==> src/rtl/sobel_window_adr_gen.sv <==
// 3x3 window address generator: scans centre pixels (X outer, Y inner) and streams
// the nine tap addresses per centre. Define SOBEL_ADRGEN_BORDER_CLAMP_EN for full-image replicate-edge scan.
module sobel_window_adr_gen #(
  parameter int unsigned X_SIZE   = 100,
  parameter int unsigned Y_SIZE   = 100,
  parameter int unsigned BASE_ADR = 0,
  parameter int unsigned ADR_W    = 32
) (
  input  logic                      Clk_i,
  input  logic                      RstN_i,
  input  logic                      Start_i,
  input  logic                      Ready_i,
  output logic                      Valid_o,
  output logic [ADR_W-1:0]          Adr_o,
  output logic [3:0]                Tap_o,
  output logic [$clog2(X_SIZE)-1:0] CenX_o,
  output logic [$clog2(Y_SIZE)-1:0] CenY_o,
  output logic                      Last_o,
  output logic                      Busy_o,
  output logic                      Done_o
);

  localparam int XW = $clog2(X_SIZE);
  localparam int YW = $clog2(Y_SIZE);
  localparam int CW = ADR_W + XW + YW + 2;

`ifdef SOBEL_ADRGEN_BORDER_CLAMP_EN
  localparam logic [XW-1:0] X_FIRST = '0;
  localparam logic [XW-1:0] X_LAST  = XW'(X_SIZE - 1);
  localparam logic [YW-1:0] Y_FIRST = '0;
  localparam logic [YW-1:0] Y_LAST  = YW'(Y_SIZE - 1);
`else
  localparam logic [XW-1:0] X_FIRST = XW'(1);
  localparam logic [XW-1:0] X_LAST  = XW'(X_SIZE - 2);
  localparam logic [YW-1:0] Y_FIRST = YW'(1);
  localparam logic [YW-1:0] Y_LAST  = YW'(Y_SIZE - 2);
`endif

  typedef enum logic [1:0] {IDLE, RUN, DONE} state_e;

  state_e            state_q, state_d;
  logic [XW-1:0]     cx_q, cx_d;
  logic [YW-1:0]     cy_q, cy_d;
  logic [3:0]        tap_q, tap_d;
  logic [ADR_W-1:0]  adr_q, adr_d;
  logic              valid_q, valid_d;
  logic              last_q, last_d;
  logic              busy_q, busy_d;
  logic              done_q, done_d;
  logic              beat;

  function automatic logic signed [1:0] tap_dx(input logic [3:0] tap);
    case (tap)
      4'd0, 4'd1, 4'd2: return 2'sb11;
      4'd3, 4'd4, 4'd5: return 2'sb00;
      default:          return 2'sb01;
    endcase
  endfunction

  function automatic logic signed [1:0] tap_dy(input logic [3:0] tap);
    case (tap)
      4'd0, 4'd3, 4'd6: return 2'sb11;
      4'd1, 4'd4, 4'd7: return 2'sb00;
      default:          return 2'sb01;
    endcase
  endfunction

`ifdef SOBEL_ADRGEN_BORDER_CLAMP_EN
  function automatic logic signed [XW+1:0] clamp_x(input logic signed [XW+1:0] v);
    if (v < 0) return '0;
    if (v > $signed((XW+2)'(X_SIZE - 1))) return (XW+2)'(X_SIZE - 1);
    return v;
  endfunction

  function automatic logic signed [YW+1:0] clamp_y(input logic signed [YW+1:0] v);
    if (v < 0) return '0;
    if (v > $signed((YW+2)'(Y_SIZE - 1))) return (YW+2)'(Y_SIZE - 1);
    return v;
  endfunction
`endif

  // Neighbour coordinates are formed signed so edge centres can step to -1 before clamping.
  function automatic logic [ADR_W-1:0] win_adr(input logic [XW-1:0] cx,
                                                input logic [YW-1:0] cy,
                                                input logic [3:0]    tap);
    logic signed [XW+1:0] nx;
    logic signed [YW+1:0] ny;
    logic [CW-1:0]        sum;
    nx = $signed({2'b00, cx}) + tap_dx(tap);
    ny = $signed({2'b00, cy}) + tap_dy(tap);
`ifdef SOBEL_ADRGEN_BORDER_CLAMP_EN
    nx = clamp_x(nx);
    ny = clamp_y(ny);
`endif
    sum = CW'(BASE_ADR) + CW'($unsigned(nx)) * CW'(Y_SIZE) + CW'($unsigned(ny));
    return sum[ADR_W-1:0];
  endfunction

  assign beat = valid_q & Ready_i;

  always_comb begin
    state_d = state_q;
    cx_d    = cx_q;
    cy_d    = cy_q;
    tap_d   = tap_q;
    adr_d   = adr_q;
    valid_d = valid_q;
    last_d  = last_q;
    busy_d  = busy_q;
    done_d  = 1'b0;
    case (state_q)
      IDLE: begin
        if (Start_i) begin
          state_d = RUN;
          cx_d    = X_FIRST;
          cy_d    = Y_FIRST;
          tap_d   = 4'd0;
          adr_d   = win_adr(X_FIRST, Y_FIRST, 4'd0);
          valid_d = 1'b1;
          busy_d  = 1'b1;
          last_d  = 1'b0;
        end
      end
      RUN: begin
        if (beat) begin
          if (last_q) begin
            state_d = DONE;
            valid_d = 1'b0;
            busy_d  = 1'b0;
            last_d  = 1'b0;
            done_d  = 1'b1;
          end else begin
            if (tap_q == 4'd8) begin
              tap_d = 4'd0;
              if (cy_q == Y_LAST) begin
                cy_d = Y_FIRST;
                cx_d = cx_q + 1'b1;
              end else begin
                cy_d = cy_q + 1'b1;
              end
            end else begin
              tap_d = tap_q + 4'd1;
            end
            adr_d  = win_adr(cx_d, cy_d, tap_d);
            last_d = (tap_d == 4'd8) && (cx_d == X_LAST) && (cy_d == Y_LAST);
          end
        end
      end
      default: state_d = IDLE;
    endcase
  end

  always_ff @(posedge Clk_i or negedge RstN_i) begin
    if (!RstN_i) begin
      state_q <= IDLE;
      cx_q    <= '0;
      cy_q    <= '0;
      tap_q   <= '0;
      adr_q   <= '0;
      valid_q <= 1'b0;
      last_q  <= 1'b0;
      busy_q  <= 1'b0;
      done_q  <= 1'b0;
    end else begin
      state_q <= state_d;
      cx_q    <= cx_d;
      cy_q    <= cy_d;
      tap_q   <= tap_d;
      adr_q   <= adr_d;
      valid_q <= valid_d;
      last_q  <= last_d;
      busy_q  <= busy_d;
      done_q  <= done_d;
    end
  end

  assign Valid_o = valid_q;
  assign Adr_o   = adr_q;
  assign Tap_o   = tap_q;
  assign CenX_o  = cx_q;
  assign CenY_o  = cy_q;
  assign Last_o  = last_q;
  assign Busy_o  = busy_q;
  assign Done_o  = done_q;

endmodule
==> config.mk <==
export PLATFORM = sky130hd
export DESIGN_NAME = sobel_window_adr_gen
export DESIGN_NICKNAME = d
export VERILOG_FILES = /design/src/rtl/sobel_window_adr_gen.sv
export SDC_FILE = /design/constraint.sdc
export NUM_CORES = 1
export LEC_CHECK = 0
export CAP_MARGIN = 25
export CORE_UTILIZATION = 50
export CTS_BUF_LIST = sky130_fd_sc_hd__clkbuf_8
export DETAILED_ROUTE_END_ITERATION = 6
export PLACE_DENSITY_LB_ADDON = 0.05
export RECOVER_POWER = 25
export SYNTH_ARGS = -nofsm -noshare
export SYNTH_HDL_FRONTEND = slang
export SYNTH_SLANG_ARGS = --single-unit
==> constraint.sdc <==
create_clock -name Clk_i -period 9.5 [get_ports Clk_i]
set_clock_uncertainty 0.05 [all_clocks]
set_input_delay 1.9 -clock Clk_i [delete_from_list [all_inputs] [get_ports Clk_i]]
set_output_delay 1.9 -clock Clk_i [all_outputs]
set_load 0.005 [all_outputs]
; After elaboration in Yosys (flattened, before gate mapping)
; Cells that the tools add are included.
[word_totals]
input_bits = 4
output_inout_bits = 54
ff_bits = 55
elab_cells = 98
[op_classes]
bitwise_logic = 1
multipliers = 1
add_sub_neg = 6
reduce_logical = 13
eq_ne = 17
mux = 52
[ops]
columns = operator, n
row1 = 7-bit two-way mux, 15
row2 = 32-bit two-way mux, 3
row3 = 32-bit case mux with 2 select lines, 1
row4 = 4-bit two-way mux, 7
row5 = 7-bit case mux with 2 select lines, 2
row6 = "7-bit equality test, second input constant", 3
row7 = 8-bit by 2-bit adder with 9-bit output, 2
row8 = 2-bit two-way mux, 9
row9 = 16-bit by 9-bit adder with 17-bit output, 1
row10 = "4-bit by 3-bit equality test with 1-bit output, second input constant", 4
row11 = "7-bit by 1-bit adder with 7-bit output, second input constant", 2
row12 = "9-bit by 5-bit multiplier with 14-bit output, second input constant", 1
row13 = 2-bit case mux with 2 select lines, 3
row14 = 3-bit OR reduction, 4
row15 = 1-bit two-way mux, 9
row16 = "4-bit by 2-bit equality test with 1-bit output, second input constant", 2
row17 = "4-bit equality test, second input constant", 2
row18 = "2-bit != test, second input constant", 4
row19 = 4-bit case mux with 2 select lines, 1
row20 = 4-bit AND reduction, 2
row21 = 3-bit AND reduction, 2
row22 = "4-bit by 1-bit adder with 4-bit output, second input constant", 1
row23 = "4-bit by 1-bit equality test with 1-bit output, second input constant", 1
row24 = 4-bit logical NOT, 1
row25 = other kinds (6), 8

; Logic depth before layout (Yosys ltp)
[logic_depth]
ltp_word = 17
mapped_depth = 26
ltp_nobuf = 26

; Least setup slack after synthesis
; Ideal clock, no wire load.
[synth_timing]
path_kind = register to register
start = register tap_q[0] (netlist: Tap_o[0])
end = register adr_q[15] (netlist: Adr_o[15])
t_required_ns = 9.320
arrival_ns = 5.737
setup_ns = 0.130
stages_incl_launch_ff = 27
path_slack_ns = 3.583
cell_sequence = dfrtp_1 inv_1 ha_1 and3b_1 clkbuf_2 o21ai_0 a21o_1 inv_1 ha_1 a21o_1 a21oi_1 o21bai_1 a21oi_1 xnor2_1 ha_1 ha_1 inv_1 fa_1 inv_1 ha_1 a21o_1 a211oi_1 a21oi_1 a311oi_1 and3_1 a311o_1 o211ai_1
[synth_via]
elab_chain_len = 17
elab_cells_between_ends = 41
cone_classes = add/sub: 4 / mul: 1 / eq/ne: 8 / mux: 23 / reduce/logical: 5
[synth_rtl]
columns = element, line_no
row1 = start: declaration, 44  ; logic [3:0] tap_q, tap_d;
row2 = start signal: assignment, 168  ; tap_q <= tap_d;
row3 = 4-bit by 1-bit adder with 4-bit output / 4-bit equality test (equally long branches), "142, 133"
row4 = 4-bit two-way mux, 133  ; if (tap_q == 4'd8) begin
row5 = 4-bit two-way mux, 126  ; if (last_q) begin
row6 = 4-bit two-way mux, 125  ; if (beat) begin
row7 = 4-bit two-way mux, 111  ; case (state_q)
row8 = "4-bit by 3-bit equality test with 1-bit output, or another cell as far along", "53, 61"
row9 = 3-bit OR reduction, 53  ; case (tap)
row10 = 2-bit case mux with 2 select lines, 53
row11 = 2-bit two-way mux, 126
row12 = 2-bit two-way mux, 125
row13 = 2-bit two-way mux, 111
row14 = 8-bit by 2-bit adder with 9-bit output, 89  ; nx = $signed({2'b00, cx}) + tap_dx(tap);
row15 = 9-bit by 5-bit multiplier with 14-bit output, 95  ; sum = CW'(BASE_ADR) + CW'($unsigned(nx)) * CW'(Y_SIZE) + CW'($unsigned(ny));
row16 = 16-bit by 9-bit adder with 17-bit output *, 95
row17 = 32-bit two-way mux *, 126
row18 = 32-bit two-way mux *, 125
row19 = 32-bit case mux with 2 select lines *, 111
row20 = end signal: assignment, 169  ; adr_q <= adr_d;
row21 = end: declaration, 45  ; logic [ADR_W-1:0] adr_q, adr_d;
; Mark *: on every way between the ends. The rest lies on a longest branch, timed or not. The select of a mux whose other input is x is not followed.
; A chain may end at the register's enable or synchronous reset.

; Worst setup path after layout
; Ends and elaborated chain as after synthesis.

==> key figures <==
Synthesis
  • Register area share after synthesis: 0.250
  • Synthesis Warnings: 0
  • Number of synthesized flops with an enable pin: 0
  • Asr flop ratio synth: 1.00
  • Synth Cell Area: about 4000 sq um
  • Count of unique library cells instantiated by Yosys: 54
  • Most area-consuming cells after synthesis: dfrtp_1, ha_1, xnor2_1, xor2_1, o21ai_0
  • Synth top area share: 0.250
  • Gate Count Post-Synth: between 400 and 500
  • Post-synth top area cell: dfrtp_1
  • Top FF cell, synth: dfrtp_1
  • Seq cells post-synth: 40
  • Mean post-synth cell area: a little under 9 sq um

Layout
  • Diodes inserted: 0
  • Layout cells sized above 1: 0.0449
  • FF+latch area: 1000 sq um
  • Fillers: 711
  • Syn-to-layout area delta: 14.6%
  • Footprint of the multi-input gates: 2740 sq um
  • Nets: around 560

Setup path
  • Setup CP Type: reg2reg
  • Crit path max fanout: 9
  • R2R Setup Slk: just under 3 ns
  • Critical Path Max Stage Delay: slightly below 0.5 ns
  • Slowest library cell on the worst path: fa_1
  • Reg-to-Reg Start: Tap_o[0]
  • CP required: between 9 and 10 ns
  • Startpoint Class: flip-flop
  • Worst r2r path cells: 25
  • Buf+Inv Stages, Crit Path: 4
  • Critical path's most frequent cell: ha_1
  • Worst path top cell family by delay: compound AO/OA/AOI/OAI gates
  • CP Capture Type: flip-flop
  • Critical Path AT: roughly 6.7 ns
  • Reg2reg end: Adr_o[15]

Clock tree
  • Clock-pin slew on the worst setup and hold paths: 0.08 ns
  • Clock Sinks: 40
  • TritonCTS clock tree: yes
  • Worst-skew pair later-pin latency: ~0.30 ns
  • CTS resizes: 0
  • Longest Clk Path Bufs: 2
  • Setup repair bufs after CTS: 0
  • Hold_buf cts: 0
  • TritonCTS Buffers: 5
  • Htree depth: 2
  • Root Driver: clkbuf_8

Routing
  • DRC: 0
  • Wire length on met2: between 4000 and 5000 um
  • Met3 WL: slightly above 300 um
  • Initial DRC count: about 110
  • Uppermost layer routed: met4
  • Vias per Instance: ~5.5
  • Total wire length: around 9000 um
  • Routed vias: about 3,200
  • DRT met1 WL: 4260 um
  • Final ANT Viol Nets: 0
  • Drt pass-1 iters: 4
  • WL/cell: 14.8 um

Timing
  • Final Max Slew Viols: 31
  • Fin crit period: about 6.6 ns
  • Final hold slack: approximately 0.44 ns
  • Fmax achieved: roughly 150 MHz
  • Actual slew at the worst max-slew pin: ~1.7 ns
  • Slew HR: -0.117
  • Setup_tns: 0 ns
  • Unrepaired setup endpoints after global routing: false
  • Final hold violation count: 0
  • Final setup vio count: 0
  • Final worst-path cycle share: 0.693

Floorplan
  • Rows: 32
  • Die area: between 8000 and 9000 sq um
  • Die H: approximately 91 um
  • Core Region: 7730 sq um
  • Die W: ~90 um
  • Starting density of the core: 0.517
  • I/O pin count: slightly below 60

Outcome
  • Status: complete, but fails checks
  • Failing checks: capacitance limit, slew limit

GRT
  • Congestion Overflow GR: 0
  • Initial antenna violation count: 0
  • Number of global-route vias before repair: 3,012
  • First-pass GRT wire length: about 15,000 um
  • GRT Total Usage: 0.221
  • Largest net degree at the start of global routing: between 40 and 50

Min path
  • Worst min-delay path startpoint: Adr_o[6]
  • Hold Crit Class: reg2reg
  • Hold EP: Adr_o[6]
  • Hold Path Stages: 2

Place
  • Port Buffers: 42
  • Gp weighted congestion: roughly 0.88
  • Detailed Place HPWL: about 7000 um

Run
  • Maxcap violations: 1
## worst max-delay path by stage
stage	start	end	slack, ns	cells past startpoint
after floorplan	Tap_o[0]	Adr_o[15]	3.58	26
after global placement	Tap_o[0]	Adr_o[15]	3.09	25
after detailed placement	Tap_o[0]	Adr_o[15]	2.96	25
after global routing	Tap_o[0]	Adr_o[15]	2.32	25
after CTS	Tap_o[0]	Adr_o[15]	2.92	25
final	Tap_o[0]	Adr_o[15]	2.92	25
## layout by cell type (no fill, tap or decap), types with 2 or more instances in the layout
cell	Yosys	layout
ha_1	61	61
clkdlybuf4s50_1	0	41
dfrtp_1	40	40
nand2_1	36	36
inv_1	35	35
o21ai_0	30	30
xnor2_1	28	28
a21oi_1	27	27
nor2_1	26	26
xor2_1	19	19
conb_1	1	15
a21o_1	14	14
nor3_1	13	13
nand3_1	11	11
a22o_1	10	10
fa_1	7	7
clkbuf_8	0	7
o21bai_1	6	6
a211oi_1	5	5
nand4_1	5	5
and3_1	5	5
nor3b_1	4	4
nand2b_1	4	4
nor4_1	3	3
o31ai_1	2	2
o22ai_1	2	2
o211ai_1	2	2
or3_1	2	2
a311oi_1	2	2
clkbuf_1	12	2
## routing by layer
layer	vias to the layer above	track usage
met5	-	0
met4	0	0.0516
met3	2	0.0310
met2	62	0.370
met1	1538	0.299
li1	1636	-
## cells in the mapped netlist, types with 4 or more instances
library cell and instances:
a22o_1 10, nor2_1 26, xnor2_1 28, nand4_1 5
inv_1 35, nand3_1 11, a21oi_1 27, and3_1 5
xor2_1 19, ha_1 61, a21o_1 14, fa_1 7
nand2_1 36, buf_4 16, o21bai_1 6, a211oi_1 5
nor3_1 13, nor3b_1 4, nand2b_1 4, dfrtp_1 40
o21ai_0 30, clkbuf_1 12
## worst register-to-register path: stages, from the launching register on
cell and delay, ns:
dfrtp_1 0.47, inv_1 0.12, ha_1 0.28, and3b_1 0.29
o21ai_0 0.39, a21o_1 0.25, inv_1 0.22, ha_1 0.33
a21o_1 0.17, a21oi_1 0.21, o21bai_1 0.09, a21oi_1 0.22
xnor2_1 0.25, ha_1 0.31, ha_1 0.28, inv_1 0.05
fa_1 0.49, inv_1 0.04, ha_1 0.33, a21o_1 0.23
a211oi_1 0.33, a2111oi_0 0.16, a41o_1 0.23, a311oi_1 0.40
a311o_1 0.19, o211ai_1 0.08
## kinds of logic (layout without fill, tap and decap cells)
| logic type | Yosys count | after routing | synth area share |
|---|---|---|---|
| fa+ha+maj | 68 | 68 | 0.226 |
| xor+xnor | 48 | 48 | 0.107 |
| other cells | 1 | 15 | 0.000938 |
| compound gates | 110 | 110 | 0.179 |
| simple gates | 120 | 120 | 0.158 |
| buf+inv | 65 | 88 | 0.0767 |
| mux | 1 | 1 | 0.00282 |
| flops | 40 | 40 | 0.250 |
## per-stage QoR
step | instance area [sq um] | std cells | worst slack (ns) | util
after floorplan | 4050 | 467 | 3.58 | -
after global placement | 4420 | 581 | 3.09 | 0.572
after detailed placement | 4450 | 582 | 2.96 | 0.575
after CTS | 4570 | 590 | 2.92 | 0.592
after global routing | 4580 | 592 | 2.32 | 0.593
final | 4580 | 592 | 2.92 | 0.593
## sequential cells by signal (all words and copies together) (netlist names)
signal   count
Adr_o       17
CenX_o       7
CenY_o       7
Tap_o        4
state_q      2
Busy_o       1
Done_o       1
Last_o       1
## area by class of cell
cell class,instances,area share
Timing Repair Buffer,45,0.0988
Multi-Input combinational cell,362,0.599
Clock buffer,7,0.0210
Sequential cell,40,0.218
Inverter,35,0.0287
Clock inverter,1,0.00655
Tap cell,102,0.0278
Power is left out: the tool's default activity adds up to more than one toggle a clock period on the data nets, which glitch-free logic cannot reach.
